### src/rtl/lcu_adder64.sv
// rtl/lcu_adder64.sv - 64-bit lookahead-carry adder (4/16/64-bit LCU tree), registered outputs; optional input stage via LCU_ADDER64_INREG_EN
// Contains the shared 4-way LCU cell, the 4-bit CLA leaf and the top-level adder.

module lcu_adder64_lcu4 (
    input  logic [3:0] p,
    input  logic [3:0] g,
    input  logic       ci,
    output logic [3:0] c,
    output logic       pg,
    output logic       gg
);
    // Every carry is a flat sum of products of the incoming pairs and ci; nothing ripples.
    assign c[0] = ci;
    assign c[1] = g[0] | (p[0] & ci);
    assign c[2] = g[1] | (p[1] & g[0]) | (p[1] & p[0] & ci);
    assign c[3] = g[2] | (p[2] & g[1]) | (p[2] & p[1] & g[0]) | (p[2] & p[1] & p[0] & ci);
    assign pg   = &p;
    assign gg   = g[3] | (p[3] & g[2]) | (p[3] & p[2] & g[1]) | (p[3] & p[2] & p[1] & g[0]);
endmodule

module lcu_adder64_cla4 (
    input  logic [3:0] a,
    input  logic [3:0] b,
    input  logic       ci,
    output logic [3:0] s,
    output logic       pg,
    output logic       gg
);
    logic [3:0] p;
    logic [3:0] g;
    logic [3:0] c;

    assign p = a ^ b;
    assign g = a & b;

    lcu_adder64_lcu4 u_lcu (
        .p  (p),
        .g  (g),
        .ci (ci),
        .c  (c),
        .pg (pg),
        .gg (gg)
    );

    assign s = p ^ c;
endmodule

module lcu_adder64 (
    input  logic        clk,
    input  logic        rst_n,
    input  logic        in_vld,
    input  logic [63:0] a,
    input  logic [63:0] b,
    input  logic        cin,
    output logic [63:0] sum,
    output logic        cout,
    output logic        pg,
    output logic        gg,
    output logic        out_vld
);
    logic [63:0] a_t;
    logic [63:0] b_t;
    logic        cin_t;
    logic        vld_t;

`ifdef LCU_ADDER64_INREG_EN
    logic [63:0] a_q;
    logic [63:0] b_q;
    logic        cin_q;
    logic        vld_q;

    always_ff @(posedge clk or negedge rst_n) begin
        if (!rst_n) begin
            a_q   <= '0;
            b_q   <= '0;
            cin_q <= 1'b0;
            vld_q <= 1'b0;
        end else begin
            a_q   <= a;
            b_q   <= b;
            cin_q <= cin;
            vld_q <= in_vld;
        end
    end

    assign a_t   = a_q;
    assign b_t   = b_q;
    assign cin_t = cin_q;
    assign vld_t = vld_q;
`else
    assign a_t   = a;
    assign b_t   = b;
    assign cin_t = cin;
    assign vld_t = in_vld;
`endif

    logic [63:0] sum_c;
    logic [15:0] pg4;
    logic [15:0] gg4;
    logic [15:0] c4;
    logic [3:0]  pg16;
    logic [3:0]  gg16;
    logic [3:0]  c16;
    logic        pg_c;
    logic        gg_c;

    genvar i;
    generate
        for (i = 0; i < 16; i++) begin : g_cla
            lcu_adder64_cla4 u_cla (
                .a  (a_t[4*i +: 4]),
                .b  (b_t[4*i +: 4]),
                .ci (c4[i]),
                .s  (sum_c[4*i +: 4]),
                .pg (pg4[i]),
                .gg (gg4[i])
            );
        end
        for (i = 0; i < 4; i++) begin : g_l2
            lcu_adder64_lcu4 u_l2 (
                .p  (pg4[4*i +: 4]),
                .g  (gg4[4*i +: 4]),
                .ci (c16[i]),
                .c  (c4[4*i +: 4]),
                .pg (pg16[i]),
                .gg (gg16[i])
            );
        end
    endgenerate

    // gg never depends on ci, so it is already the "cin forced to 0" carry out.
    lcu_adder64_lcu4 u_l3 (
        .p  (pg16),
        .g  (gg16),
        .ci (cin_t),
        .c  (c16),
        .pg (pg_c),
        .gg (gg_c)
    );

    always_ff @(posedge clk or negedge rst_n) begin
        if (!rst_n) begin
            sum     <= '0;
            cout    <= 1'b0;
            pg      <= 1'b0;
            gg      <= 1'b0;
            out_vld <= 1'b0;
        end else begin
            sum     <= sum_c;
            cout    <= gg_c | (pg_c & cin_t);
            pg      <= pg_c;
            gg      <= gg_c;
            out_vld <= vld_t;
        end
    end
endmodule

### config.mk
export PLATFORM = sky130hd
export DESIGN_NAME = lcu_adder64
export DESIGN_NICKNAME = d
export VERILOG_FILES = /design/src/rtl/lcu_adder64.sv
export SDC_FILE = /design/constraint.sdc
export NUM_CORES = 1
export LEC_CHECK = 0
export BUFFER_PORTS_ARGS = -buffer_cell sky130_fd_sc_hd__buf_2
export CORE_ASPECT_RATIO = 2
export CORE_MARGIN = 4
export CORE_UTILIZATION = 35
export CTS_CLUSTER_SIZE = 10
export DETAILED_ROUTE_END_ITERATION = 7
export GPL_TIMING_DRIVEN = 0
export PLACE_DENSITY = 0.66
export SLEW_MARGIN = 20
export SYNTH_ARGS = -nofsm -noshare
export SYNTH_HDL_FRONTEND = slang
export SYNTH_HIERARCHICAL = 1
export SYNTH_SLANG_ARGS = --single-unit
export TNS_END_PERCENT = 20
### constraint.sdc
create_clock -name clk -period 0.8 [get_ports clk]
set_input_delay 0.16 -clock clk [delete_from_list [all_inputs] [get_ports clk]]
set_output_delay 0.16 -clock clk [all_outputs]
set_load 0.1 [all_outputs]
# Word-level counts from Yosys, hierarchy flattened
# Cells that the tools add are included.
classes:
  n_addsub: 0
  n_mul: 0
  n_div: 0
  order_cmp: 0
  eq_ne: 0
  n_shift: 0
  n_mux: 0
  n_bitwise: 533
  n_reduce_logical: 21
op_table:
  columns: ["cell", "count"]
  rows:
  - ["bitwise AND 1 bit", 295]
  - ["OR 1 bit", 190]
  - ["XOR 4 bit", 32]
  - ["bitwise AND 4 bit", 16]
  - ["AND reduction 16 bit", 4]
  - ["AND reduction 4 bit", 16]
  - ["AND reduction 64 bit", 1]
word_totals:
  reg_bits: 68
  latch_bits: 0
  ramBits: 0
  rom_bits: 0
  output_inout_bits: 68
  elab_cells: 559
  memories: 0

# Logic depth before layout (Yosys ltp)
logic_depth:
  ltp_word: 18
  mapped_depth: 12
  ltp_nobuf: 12

# Modules after synthesis
# Netlist, hierarchy kept.
by_module_without_submodules:
  columns: ["mod", "n_inst", "cells_each", "area_each_um2", "seq_area_each_um2"]
  rows:
  - ["lcu_adder64", 1, 69, 1709.1, 1701.6]
  - ["lcu_adder64_lcu4", 21, 10, 66.3, 0.0]
  - ["lcu_adder64_cla4", 16, 8, 85.1, 0.0]

# Worst setup path after synthesis
# No wires, ideal clock.
synth_timing:
  path_type: "input -> register"
  from: "input port a[5]"
  to: "register sum[63]"
  setup_time_ns: 0.124
  arrival_time_ns: 2.277
  required_time_ns: 0.676
  path_slack_ns: -1.601
  stages: 10
  cell_sequence: "ha_1 -> and4_1 -> and4_1 -> a21o_1 -> a31o_1 -> a21o_1 -> a31o_1 -> a21o_1 -> a31o_1 -> xor2_1"
synth_via:
  word_cells_on_any_way: 24
synth_rtl:
  columns: ["element", "line", "rtl"]
  rows:
  - ["from (decl)", "52", "input logic [63:0] a,"]
  - ["XOR 4 bit", "33", "assign p = a ^ b;"]
  - ["AND reduction 4 bit", "17", "assign pg = &p;"]
  - ["net pg4[1]", "98", "logic [15:0] pg4;"]
  - ["bitwise AND 1 bit (2 in a row)", "18", "assign gg = g[3] | (p[3] & g[2]) | (p[3] & p[2] & g[1]) | (p[3] & p[2] & p[1] & g[0]);"]
  - ["OR 1 bit", "18", null]
  - ["bitwise AND 1 bit", "16", "assign c[3] = g[2] | (p[2] & g[1]) | (p[2] & p[1] & g[0]) | (p[2] & p[1] & p[0] & ci);"]
  - ["OR 1 bit (2 in a row)", "16", null]
  - ["net c16[3]", "103", "logic [3:0] c16;"]
  - ["bitwise AND 1 bit", "16", null]
  - ["OR 1 bit", "16", null]
  - ["net c4[15]", "100", "logic [15:0] c4;"]
  - ["bitwise AND 1 bit", "16", null]
  - ["OR 1 bit", "16", null]
  - ["net g_cla[15].u_cla.c[3]", "31", "logic [3:0] c;"]
  - ["XOR 4 bit", "45", "assign s = p ^ c;"]
  - ["net sum_c[63]", "97", "logic [63:0] sum_c;"]
  - ["to (signal assigned)", "149", "sum <= sum_c;"]
  - ["to (decl)", "55", "output logic [63:0] sum,"]
# The timed path passes the listed nets, and every way through them passes these cells.

# Worst setup path after layout
layout_timing:
  from: "input port b[12]"
  to: "register sum[31]"
layout_via:
  elab_chain_len: 12
  word_cells_on_any_way: 21
layout_rtl:
  columns: ["element", "line", "rtl"]
  rows:
  - ["from (decl)", "53", "input logic [63:0] b,"]
  - ["XOR 4 bit *", "33", null]
  - ["net g_cla[3].u_cla.p[0]", "29", "logic [3:0] p;"]
  - ["AND reduction 4 bit *", "17", null]
  - ["net pg4[3]", "98", null]
  - ["bitwise AND 1 bit", "18", null]
  - ["OR 1 bit or bitwise AND 1 bit (tied branches) (2 in a row)", "18", null]
  - ["OR 1 bit *", "18", null]
  - ["net gg16[0]", "102", "logic [3:0] gg16;"]
  - ["[... 1 more ...]", null, null]
  - ["net c16[1]", "103", null]
  - ["bitwise AND 1 bit *", "16", null]
  - ["OR 1 bit *", "16", null]
  - ["net c4[7]", "100", null]
  - ["bitwise AND 1 bit *", "16", null]
  - ["OR 1 bit *", "16", null]
  - ["net g_cla[7].u_cla.c[3]", "31", null]
  - ["XOR 4 bit *", "45", null]
  - ["net sum_c[31]", "97", null]
# The timed path passes the listed nets; every way through them passes the cells marked *.

==> impl_results.md <==
* DR iter-0 viols at 119
* Final setup margin at -1330 ps
* Switching share of power at 0.475
* Hold WC Path Type: in -> async
* Synthesized area at 4460 um^2
* Layout area overhead at 81.7%
* Failing checks: negative hold slack, negative setup slack
* Share of layout cells above drive strength 1 at 0.582
* Die W at 87.9 um
* Worst setup EP type: flip-flop
* Int Pwr at 10.8 mW
* Vias in the first global route at 4614
* Critical-path top delay cell: a31o_1
* Unrepaired setup endpoints after global routing: yes
* Floorplan row count at 58
* Primary FF master, synth: dfrtp_1
* Critical path's top delay family: compound AO/OA/AOI/OAI gates
* CTS tree: built
* Critical path data required time at 1020 ps
* Register area share after synthesis at 0.381
* Placement Setup Slack at -1830 ps
* Wirelength per Cell at 16.8 um
* Via count at 4145
* Largest net degree at the start of global routing at 54
* Fin crit share at 2.66
* Ys async rst share at 1.00
* CP bufs+invs at 2
* Maximum vdd drop at 2.36 mV
* Switching power at 9.72 mW
* Count leader, synth: dfrtp_1
* Pwr/cell area at 2520 nW/um^2
* Avg Synthesized Cell Area at 11.0 um^2
* Hold Fails Final Rpt at 52
* Core ar. at 12600 um^2
* # port buffers at 199
* Clock Power Share at 0.170
* EDFF count, synth at 0
* Final setup fails at 133
* Seq cells post-synth at 68
* Post-Place Cells at 757
* Relative slew slack at 0.537
* Crit-path cells: buf_4 > ha_4 > and4_4 > a21oi_2 > o21ai_2 > a21o_4 > buf_6 > a21o_1 > a31o_1 > a21o_1 > a31o_1 > xor2_1
* Total Routing Usage GR at 0.189
* Detail Placement HPWL at 10500 um
* Initial core utilization at 0.355
* Htree depth at 3
* WL final at 13600 um
* RD Place Congestion at 0.880
* Nets at 852
* Yosys cell types at 10
* CP Launch Type: primary input
* Fmax at 469 MHz
* DRT Pass-1 Iters at 4
* Worst Tran Pin Value at 695 ps
* Hold slack at -185 ps
* Longest Clk Path Bufs at 2
* Worst-path clk slew at 60 ps
* TritonCTS Buffers at 9
* First-pass GRT wire length at 21700 um
* Synth area leader: dfrtp_1
* Syn nets at 603
* Status: complete, but fails checks
* Critical path's largest stage delay at 250 ps
* Boundary pin count at 200
* Yosys warnings at 6
* CP max FO at 3
* Hold_buf cts at 3
* Die area at 14700 um^2
* Clock sink total at 68
* Detailed-route DRC error count at 0
* Gate Count Post-Synth at 407
* Filler Cell Count at 958
* Clock Tree Root: clkbuf_16
* Comb power frac at 0.597
* Most frequent cells after synthesis: dfrtp_1, a21o_1, ha_1, xor2_1, a21oi_1
* Static leakage at 3.94 nW
* Worst Path Arrival at 2350 ps
* Max Cap Violations at 0
* Non-Filler Instances at 810
* Seq pwr share at 0.233
* Die H at 168 um
* Post-DRT Antenna Nets at 0
* WS Path Type: in -> reg
* Overflow after GRT at 0
* Antenna Cells at 0
* Antenna violations before repair at 0
* Final Slew Violations at 0
* Tmin final at 2130 ps
* Routed vias/inst at 5.12
* Cells taking the most area after synthesis: dfrtp_1, ha_1, xor2_1, a21o_1, a21oi_1
* Synth top area share at 0.381
[kinds of logic after synthesis]
family,count (synthesis),synth area share
adder cells (fa/ha/maj),64,0.179
AND/OR/NAND/NOR,42,0.0589
buffers and inverters,21,0.0353
flip-flops,68,0.381
AO/OA/AOI/OAI,148,0.220
XOR/XNOR,64,0.126
[power by group through the flow]
stage	Sequential, mW	Combinational, mW	Clock, mW
after global placement	4.43	9.63	0
after floorplan	9.88	2.28	0
after global routing	4.83	12.7	3.77
after CTS	4.74	11.8	3.63
final	4.76	12.2	3.49
after detailed placement	4.44	9.73	0
[cell type report]
class | instances | area, um^2 | share of cell area
buffer | 17 | 143 | 0.0176
clock buffer | 12 | 236 | 0.0292
clock inverter | 3 | 15.0 | 0.00185
multi-input combinational | 318 | 3520 | 0.434
sequential | 68 | 1700 | 0.210
tap | 150 | 188 | 0.0231
timing repair buffer | 242 | 2300 | 0.284
[repair_timing]
action,4_1_cts,5_1_grt
gates resized for setup,255,69
endpoints found under the hold margin,17,52
setup buffers,32,12
endpoints found under the setup margin,133,148
pin swaps,39,40
[worst paths after layout]
check	startpoint	end	slack, ps	depth (start not counted)
max	b[12]	sum[31]$_DFF_PN0_	-1330	12
min	rst_n	sum[21]$_DFF_PN0_	-180	2
max in group asynchronous	rst_n	sum[23]$_DFF_PN0_	230	3
min in group clk	cin	cout$_DFF_PN0_	90	2
[sequential cells by signal (all words and copies together) (netlist names)]
signal,flops
pg,1
gg,1
cout,1
out_vld,1
sum,64
[cells in the final DEF, fill, tap and decap left out, types with 25 or more instances in the layout]
cell type,synthesis,layout
buf_12,0,25
buf_4,21,36
buf_8,0,43
buf_2,0,117
a21oi_2,0,27
xor2_1,64,62
ha_4,0,53
dfrtp_1,68,68
buf_6,0,34
a21o_1,64,63
[through the flow]
stage | utilization | total power [mW] | instance area [um^2] | hold WS [ps] | TNS, ps
3_3_place_gp | 0.502 | 14.1 | 6310 | 279 | -147840
5_1_grt | 0.646 | 21.3 | 8110 | -167 | -83470
3_5_place_dp | 0.505 | 14.2 | 6340 | 45.2 | -91860
4_1_cts | 0.619 | 20.1 | 7770 | -183 | -82860
6_report | 0.646 | 20.5 | 8110 | -185 | -77760
2_1_floorplan | - | 12.2 | 5120 | -136 | -78010
[routing by layer]
metal	global-route usage	vias up	part of all wire
li1	-	1989	-
met1	0.192	2008	0.33
met2	0.364	129	0.60
met3	0.0295	19	0.052
met4	0.0788	0	0.020
met5	0	-	0
No activity file was read; power rests on OpenSTA's default activity.
